==> config.mk <==
export PLATFORM = sky130hd
export DESIGN_NAME = instr_queue
export DESIGN_NICKNAME = d
export VERILOG_FILES = /design/src/rtl/riscv_pkg.sv /design/src/rtl/imm_extract.sv /design/src/rtl/instr_queue.sv
export SDC_FILE = /design/constraint.sdc
export NUM_CORES = 1
export LEC_CHECK = 0
export CAP_MARGIN = 20
export CORE_MARGIN = 1.5
export CORE_UTILIZATION = 56
export DETAILED_ROUTE_END_ITERATION = 16
export PLACE_DENSITY = 0.85
export SLEW_MARGIN = 25
export SYNTH_ARGS = -nofsm -noshare
export SYNTH_HDL_FRONTEND = slang
export SYNTH_HIERARCHICAL = 1
export SYNTH_SLANG_ARGS = --single-unit
export TNS_END_PERCENT = 20
==> constraint.sdc <==
create_clock -name clk -period 5.2 [get_ports clk]
set_clock_uncertainty 0.05 [all_clocks]
set_input_delay 1.56 -clock clk [delete_from_list [all_inputs] [get_ports clk]]
set_output_delay 1.56 -clock clk [all_outputs]
set_load 0.01 [all_outputs]
==> src/rtl/riscv_pkg.sv <==
// Shared RISC-V constants and immediate field layouts used by the fetch queue and decode.
package riscv_pkg;

    localparam logic [31:0] NOP_INSTR  = 32'h0000_0013;
    localparam logic [6:0]  OPC_BRANCH = 7'b1100011;
    localparam logic [6:0]  OPC_JAL    = 7'b1101111;

    typedef struct packed {
        logic [31:0] pc;
        logic [31:0] instr;
    } iq_entry_t;

    function automatic logic [31:0] imm_b_field(input logic [31:0] instr);
        return {{19{instr[31]}}, instr[31], instr[7], instr[30:25], instr[11:8], 1'b0};
    endfunction

    function automatic logic [31:0] imm_j_field(input logic [31:0] instr);
        return {{11{instr[31]}}, instr[31], instr[19:12], instr[20], instr[30:21], 1'b0};
    endfunction

endpackage

==> src/rtl/imm_extract.sv <==
// Combinational B/J immediate extraction, opcode-agnostic; shared with decode.
module imm_extract
    import riscv_pkg::*;
(
    input  logic [31:0] instr_i,
    output logic [31:0] imm_b_o,
    output logic [31:0] imm_j_o
);

    assign imm_b_o = imm_b_field(instr_i);
    assign imm_j_o = imm_j_field(instr_i);

endmodule

==> src/rtl/instr_queue.sv <==
// Fetch-to-decode instruction queue: DEPTH-entry register FIFO of {pc, instr} with flush.
module instr_queue
    import riscv_pkg::*;
#(
    parameter int DEPTH = 4
) (
    input  logic                       clk,
    input  logic                       reset,
    input  logic                       in_valid,
    output logic                       in_ready,
    input  logic [31:0]                in_pc,
    input  logic [31:0]                in_instr,
    input  logic                       flush,
    output logic                       out_valid,
    input  logic                       out_ready,
    output logic [31:0]                out_pc,
    output logic [31:0]                out_instr,
    output logic [31:0]                out_imm_b,
    output logic [31:0]                out_imm_j,
    output logic [$clog2(DEPTH):0]     count
);

    localparam int PW = $clog2(DEPTH);
    localparam int CW = PW + 1;

    iq_entry_t         mem_q [DEPTH];
    logic [PW-1:0]     rd_ptr_q, rd_ptr_d;
    logic [PW-1:0]     wr_ptr_q, wr_ptr_d;
    logic [CW-1:0]     count_q, count_d;
    logic              push, pop;
    iq_entry_t         head;

    assign in_ready  = (count_q < CW'(DEPTH));
    assign out_valid = (count_q != '0);
    assign push      = in_valid && in_ready && !flush;
    assign pop       = out_valid && out_ready && !flush;

    always_comb begin
        rd_ptr_d = rd_ptr_q;
        wr_ptr_d = wr_ptr_q;
        count_d  = count_q;
        if (flush) begin
            rd_ptr_d = '0;
            wr_ptr_d = '0;
            count_d  = '0;
        end else begin
            if (push) wr_ptr_d = wr_ptr_q + PW'(1);
            if (pop)  rd_ptr_d = rd_ptr_q + PW'(1);
            case ({push, pop})
                2'b10:   count_d = count_q + CW'(1);
                2'b01:   count_d = count_q - CW'(1);
                default: count_d = count_q;
            endcase
        end
    end

    always_ff @(posedge clk) begin
        if (reset) begin
            rd_ptr_q <= '0;
            wr_ptr_q <= '0;
            count_q  <= '0;
        end else begin
            rd_ptr_q <= rd_ptr_d;
            wr_ptr_q <= wr_ptr_d;
            count_q  <= count_d;
        end
    end

    // Storage is deliberately unreset; the empty mask below hides stale contents.
    always_ff @(posedge clk) begin
        if (push) begin
            mem_q[wr_ptr_q] <= '{pc: in_pc, instr: in_instr};
        end
    end

    always_comb begin
        head = '{pc: 32'h0, instr: NOP_INSTR};
        if (out_valid) head = mem_q[rd_ptr_q];
    end

    assign out_pc    = head.pc;
    assign out_instr = head.instr;
    assign count     = count_q;

    imm_extract u_imm_extract (
        .instr_i (head.instr),
        .imm_b_o (out_imm_b),
        .imm_j_o (out_imm_j)
    );

endmodule

# Word-level counts from Yosys, hierarchy flattened
# Memories as Yosys holds them, arrays and structs flattened. A register that Yosys moved wholly into a read port is not among the register bits.
# Index checks and enable logic that the tools add are counted.
# totals
regBits	7
latch_bits	0
mem_bits_rw	256
mem_bits_ro	0
inputBits	69
output_inout_bits	133
memories	1
# op_classes
addsub	4
n_mul	0
div	0
magnitude_cmp	1
n_eq_ne	2
shift	0
n_mux	6
bitwise	0
reduce_logical	8
# memory_table
name	depth	word_bits	read_ports	rd_ports_with_merged_regs	write_ports	line_no	text
mem_q	4	64	1	1	1	instr_queue.sv:26	iq_entry_t mem_q [DEPTH];
# op_table
operator	n
2-to-1 mux 64 bit	1
case mux 3 bit (2 select lines)	1
adder 2 x 1 -> 2 bit (second input constant)	2
logical AND 1 bit	4
2-to-1 mux 2 bit	2
adder 3 x 1 -> 3 bit (second input constant)	1
< comparator 3 bit (second input constant)	1
nonzero test 3 bit	1
subtractor 3 x 1 -> 3 bit (second input constant)	1
== test 2 x 1 -> 1 bit (second input constant)	1
== test 2 bit (second input constant)	1
2-to-1 mux 1 bit	2
nonzero test 2 bit	1
OR reduction 2 bit	1
logical NOT 1 bit	1

# Logic depth before layout (Yosys ltp)
# Gate-level depths: netlist of run 1.
# logic_depth
word_depth	5
mapped_depth	8
depth_no_buf	8

# Hierarchy
# The synthesis of run 1 kept the hierarchy.
# by_module_without_submodules
mod	instances	cells_each	area_per_inst_um2	seq_area_each_um2
instr_queue	1	458	10144.7	7867.5
imm_extract	1	65	484.2	0.0

# Least setup slack after synthesis of run 1
# Ideal clock, no wire load.
# synth_timing
path_kind	register to output
from	register with a tool-made name
to	output out_imm_b[12]
arrival_ps	2433
required_time_ps	3590
setup_slack_ps	1157
path_stages_with_launch	6
cell_sequence	dfxtp_1 > buf_6 > buf_6 > mux4_2 > nor2b_1 > buf_4
# synth_rtl
element	line_no	text
end: declaration	instr_queue.sv:18	output logic [31:0] out_imm_b,

==> results of run 1 <==
==> registers in the layout, summed over array words and instances, names as in the netlist, named ones only <==
signal	count
mem_q	256
wr_ptr_q	2
rd_ptr_q	2
count	3
==> placed cells by master (no fill, tap or decap), types with 4 or more instances in the layout <==
cell	count
clkbuf_16	27
nor2_1	8
clkdlybuf4s50_1	199
edfxtp_1	256
clkinv_2	4
clkbuf_1	6
clkinv_1	5
mux4_2	64
dfxtp_1	7
nor2b_1	60
ha_1	5
inv_1	8
buf_4	4
and2_4	4
==> metal layers <==
| metal | up-vias | track usage |
|---|---|---|
| met5 | - | 0 |
| met3 | 45 | 0.04789 |
| met4 | 2 | 0.05647 |
| met2 | 222 | 0.3511 |
| li1 | 2264 | - |
| met1 | 2577 | 0.2387 |
==> worst max-delay path by stage <==
stage               cells past startpoint  slack (ns)             to      start
detailed placement                      3        1.13  out_imm_b[17]  flip-flop
global route                            4        0.61  out_instr[21]  flip-flop
finish                                  4        0.79   out_imm_j[1]  flip-flop
global placement                        3        1.22  out_imm_b[13]  flip-flop
floorplan                               5        1.16  out_imm_b[12]  flip-flop
CTS                                     3        0.58  out_imm_b[17]  flip-flop
==> worst max-delay path, stage by stage (launching register included) <==
cell             delay, ns
dfxtp_4               0.61
buf_4                 0.41
mux4_2                0.56
nor2b_1               0.17
clkdlybuf4s50_1       0.52
==> synth_stat cells (all sizes together) <==
| master | instances | area share |
|---|---|---|
| edfxtp | 256 | 0.72 |
| nor3b | 1 | 0.0012 |
| conb | 1 | 0.00035 |
| nor2 | 8 | 0.0028 |
| nor2b | 61 | 0.036 |
| mux4 | 64 | 0.14 |
| ha | 5 | 0.0059 |
| inv | 8 | 0.0028 |
| buf | 78 | 0.056 |
| and2 | 4 | 0.0024 |
| a21oi | 3 | 0.0014 |
| or2 | 4 | 0.0024 |
| o31ai | 1 | 0.00071 |
| o21ai | 2 | 0.00094 |
| or3 | 2 | 0.0012 |
| clkbuf | 8 | 0.0029 |
| nand2 | 1 | 0.00035 |
| dfxtp | 9 | 0.017 |
| xor2 | 3 | 0.0025 |
| mux2i | 1 | 0.00094 |
| nor3 | 1 | 0.00094 |
| xnor2 | 1 | 0.00082 |
| fa | 1 | 0.0019 |
==> cells by family after synthesis <==
kind of cell               synth area share
buffers and inverters               0.06168
xor gates and xnor gates           0.003297
adders and majority gates          0.007769
muxes                                0.1366
other                             0.0003528
DFF                                  0.7402
and+or+nand+nor                     0.04709
AOI/OAI and AO/OA                  0.003061
==> final cells by class <==
| type | count | share of cell area |
|---|---|---|
| Sequential cell | 265 | 0.5961 |
| Timing Repair Buffer | 204 | 0.1546 |
| Clock buffer | 33 | 0.05285 |
| Antenna cell | 1 | 0.0001894 |
| Tap cell | 234 | 0.02216 |
| Inverter | 8 | 0.002273 |
| Multi-Input combinational cell | 165 | 0.1615 |
| Clock inverter | 13 | 0.01042 |
==> report_power, final <==
group	internal, W	switching (W)	total [W]	leakage (nW)
clock network	0.00109	0.000714	0.00181	0.410
logic	0.000139	0.000105	0.000244	1.31
registers	0.00237	0.00000924	0.00238	2.40
==> metrics by stage <==
step	util	worst slack, ns	hold slack (ns)
after floorplan	-	1.157	0.4091
after global placement	0.6634	1.224	0.4427
after detailed placement	0.6634	1.131	0.4618
after CTS	0.7083	0.5805	0.4730
after global routing	0.7087	0.6099	0.5023
final	0.7087	0.7911	0.4665
==> results.yml, run 1 <==
sta:
  maxSlewViolCount: 0
  worst_pin_slew_ns: 1.004
  final-setup-viol-count: 0
  fmax_mhz: 226.8
  rsz0062_at_grt: "no"
  tns_ns: 0
  finalHoldViolCount: 0
  relSlewSlack: 0.3304
  finalCritPeriodShare: 0.8479
  fin_crit_ns: 4.409
global_route:
  grt_max_degree: 67
  grt_usage: 0.1962
  first_global_vias: 5409
  antenna_found_initial: 2
  grt_pass1_wl_um: 29640
  grt_overflow: 0
flow_run:
  maxCapViolations: 0
critical_path:
  reg2reg_to: "mem_q[1][28]"
  crit_type: "reg2out"
  worst_setup_path_start_kind: "flip-flop"
  r2r_setup_slack_ns: 2.93
  worstSetupEndpointType: "output pin"
  required_ns: 3.59
  critPathMaxFanout: 20
  r2r-start: "count[2]"
  worstRegToRegCells: 2
  worstPathArrival_ns: 2.80
floorplanning:
  rows: 50
  die-area_mm2: 0.01982
  die_h_um: 140.8
  ios: 202
  coreArea_mm2: 0.01864
  dieWidth_um: 140.8
  start_util: 0.5701
cts:
  cts_tree: "done"
  cts_resized: 0
  holdBufCountCts: 0
  clock_latency_ns: 0.51
  clock-root-buffer: "clkbuf_16"
  clock-sinks: 265
  cts_buffers: 26
  cts_setup_buffers: 0
  clk_pin_slew_ns: 0.06
  htree_levels: 1
  clk_path_buf_depth: 3
logic_synthesis:
  syn_area_mm2: 0.01063
  avgSynthCellArea_um2: 20.32
  netlist_instances: 523
  ys_seq_area_frac: 0.7402
  ys_warn_count: 6
  yosysUniqueCellTypes: 27
  synth_seq_cells: 265
cells_and_area:
  drive_above_1_share: 0.1657
  final_nets: 745
  syn_to_final_growth_pct: 24.30
  seq_area_mm2: 0.007875
  stdcell_area_mm2: 0.01321
  multiInputGateArea_mm2: 0.002133
  fillCellCount: 1132
  stdcell_count: 923
route:
  drt_iter0_drc: 224
  highest_layer: "met5"
  via_per_inst: 5.536
  totalWireLength_um: 19100
  dr.pass1.iters: 4
  detail_route.wl_per_cell_um: 20.69
  met2_length_um: 10060
  drc: 0
  drtAntennaViolNets: 0
  wl_met3_um: 1493
  vias: 5110
  met1Wirelength_um: 7092
power:
  power_density_mw_per_mm2: 335.5
  p_total_w: 0.004432
  ir_drop_uv: 347.5
  cellLeakagePower_nw: 4.115
min_path:
  hp-class: "reg2reg"
  hp-start: "rd_ptr_q[1]"
  hold_depth: 2
place:
  placed_cell_area_mm2: 0.01237
  dp_cells: 876
  numPortBuffers: 199
  dp_hpwl_um: 11410
  gp_congestion: 0.7192
run_status:
  outcome: "completed"
Power figures use the tool's default switching activity.
==> inputs of run 2 (changes only) <==
--- a/config.mk
+++ b/config.mk
@@ -7,9 +7,9 @@
 export LEC_CHECK = 0
 export CAP_MARGIN = 20
 export CORE_MARGIN = 1.5
-export CORE_UTILIZATION = 56
+export CORE_UTILIZATION = 47
 export DETAILED_ROUTE_END_ITERATION = 16
-export PLACE_DENSITY = 0.85
+export PLACE_DENSITY = 0.76
 export SLEW_MARGIN = 25
 export SYNTH_ARGS = -nofsm -noshare
 export SYNTH_HDL_FRONTEND = slang
==> constraint.sdc (replaced) <==
create_clock -name clk -period 3.8 [get_ports clk]
set_clock_uncertainty 0.05 [all_clocks]
set_input_delay 1.14 -clock clk [delete_from_list [all_inputs] [get_ports clk]]
set_output_delay 1.14 -clock clk [all_outputs]
set_load 0.01 [all_outputs]
==> results.yml, run 2 (same netlist as run 1, synthesis figures left out) <==
cts:
  cts_buffers: 26
  clock-sinks: 265
  clk_pin_slew_ns: 0.06
  holdBufCountCts: 0
  clock-root-buffer: "clkbuf_16"
  clk_path_buf_depth: 3
  clock_latency_ns: 0.51
  htree_levels: 1
  cts_setup_buffers: 0
  cts_tree: "done"
global_route:
  first_global_vias: 5404
  antenna_found_initial: 0
  grt_usage: 0.1660
  grt_overflow: 0
  grt_max_degree: 67
  grt_pass1_wl_um: 30030
critical_path:
  worst_setup_path_start_kind: "flip-flop"
  critPathMaxFanout: 34
  worstRegToRegCells: 8
  worstSetupEndpointType: "output pin"
  reg2reg_to: "count[2]"
  required_ns: 2.61
  r2r-start: "count[2]"
  worstPathArrival_ns: 2.44
  r2r_setup_slack_ns: 1.43
  crit_type: "reg2out"
power:
  ir_drop_uv: 347.2
  power_density_mw_per_mm2: 449.8
  cellLeakagePower_nw: 4.151
cells_and_area:
  final_nets: 753
  final_cell_mix: "edfxtp_1 (256), clkdlybuf4s50_1 (199), mux4_2 (64), nor2b_1 (60), clkbuf_16 (27)"
  syn_to_final_growth_pct: 25.54
  final_util: 0.6058
  largest_register_ffs: 256
  n_antenna_cell: 0
  top_register: "mem_q"
  stdcell_area_mm2: 0.01334
  drive_above_1_share: 0.1729
  final_common_cell: "edfxtp_1"
floorplanning:
  ios: 202
  die-area_mm2: 0.02353
  dieWidth_um: 153.4
  rows: 54
  coreArea_mm2: 0.02203
  start_util: 0.4826
  die_h_um: 153.4
route:
  dr.pass1.iters: 5
  detail_route.wl_per_cell_um: 19.90
  via_per_inst: 5.235
  totalWireLength_um: 19380
  drc: 0
  drtAntennaViolNets: 0
  drt_iter0_drc: 180
  vias: 5099
place:
  gp_congestion: 0.7474
  numPortBuffers: 199
  dp_hpwl_um: 11880
  placed_cell_area_mm2: 0.01254
sta:
  finalCritPeriodShare: 0.9550
  final-setup-viol-count: 0
  maxSlewViolCount: 0
  finalHoldViolCount: 0
  fmax_mhz: 275.6
  relSlewSlack: 0.6241
  fin_crit_ns: 3.629
  hold_slack_ns: 0.4733
  rsz0062_at_grt: "no"
  worst_pin_slew_ns: 0.5627
  tns_ns: 0
flow_run:
  maxCapViolations: 0
run_status:
  outcome: "completed"
min_path:
  hp-class: "reg2reg"
  hp-start: "rd_ptr_q[1]"
  hold_depth: 2
run 2: worst max-delay path: stages (launching register included):
cell and delay [ns]:
dfxtp_4 0.38, buf_12 0.26, mux4_2 0.53, or2_1 0.23
clkdlybuf4s50_1 0.49
run 2: timing repair:
action,CTS,global route
setup endpoints to repair,33,9
resized for setup,1,1
pin swaps,0,0
run 2: worst max path at each step:
stage / start / endpoint
after floorplan: flip-flop / out_imm_b[12]
after global placement: flip-flop / out_imm_b[12]
after detailed placement: out_ready / count[2]
after CTS: flip-flop / out_imm_b[11]
after global routing: flip-flop / out_instr[1]
final: flip-flop / out_instr[1]
run 2: metal layers:
metal  vias up  wire (µm)  GRT usage
li1       2276          -          -
met1      2608       7563     0.2001
met2       192      10280     0.3082
met3        23       1277    0.03487
met4         0        258    0.03375
met5         -          0          0
run 2: power breakdown:
group	internal (W)	leakage (nW)	total (W)	switching [W]
clock	0.00142	0.387	0.00240	0.000978
combinational	0.000196	1.36	0.000343	0.000147
sequential	0.00325	2.40	0.00326	0.0000104
total	0.00487	4.15	0.00600	0.00114
run 2: final cells by class:
type / instances / area [µm²]
multi-input combinational: 165 / 2133
sequential: 265 / 7875
clock buffer: 34 / 701.9
inverter: 8 / 30.03
timing repair buffer: 212 / 2156
fill: 1550 / 8682
clock inverter: 10 / 97.59
tap: 280 / 350.3
run 2: per-stage QoR:
step	std cells	setup WS (ns)	total power (W)
after global placement	930	0.4759	0.003653
after CTS	974	0.05849	0.006063
after floorplan	524	0.1775	0.003478
final	974	0.1712	0.006002
after detailed placement	930	0.3779	0.003665
after global routing	974	0.03564	0.006186
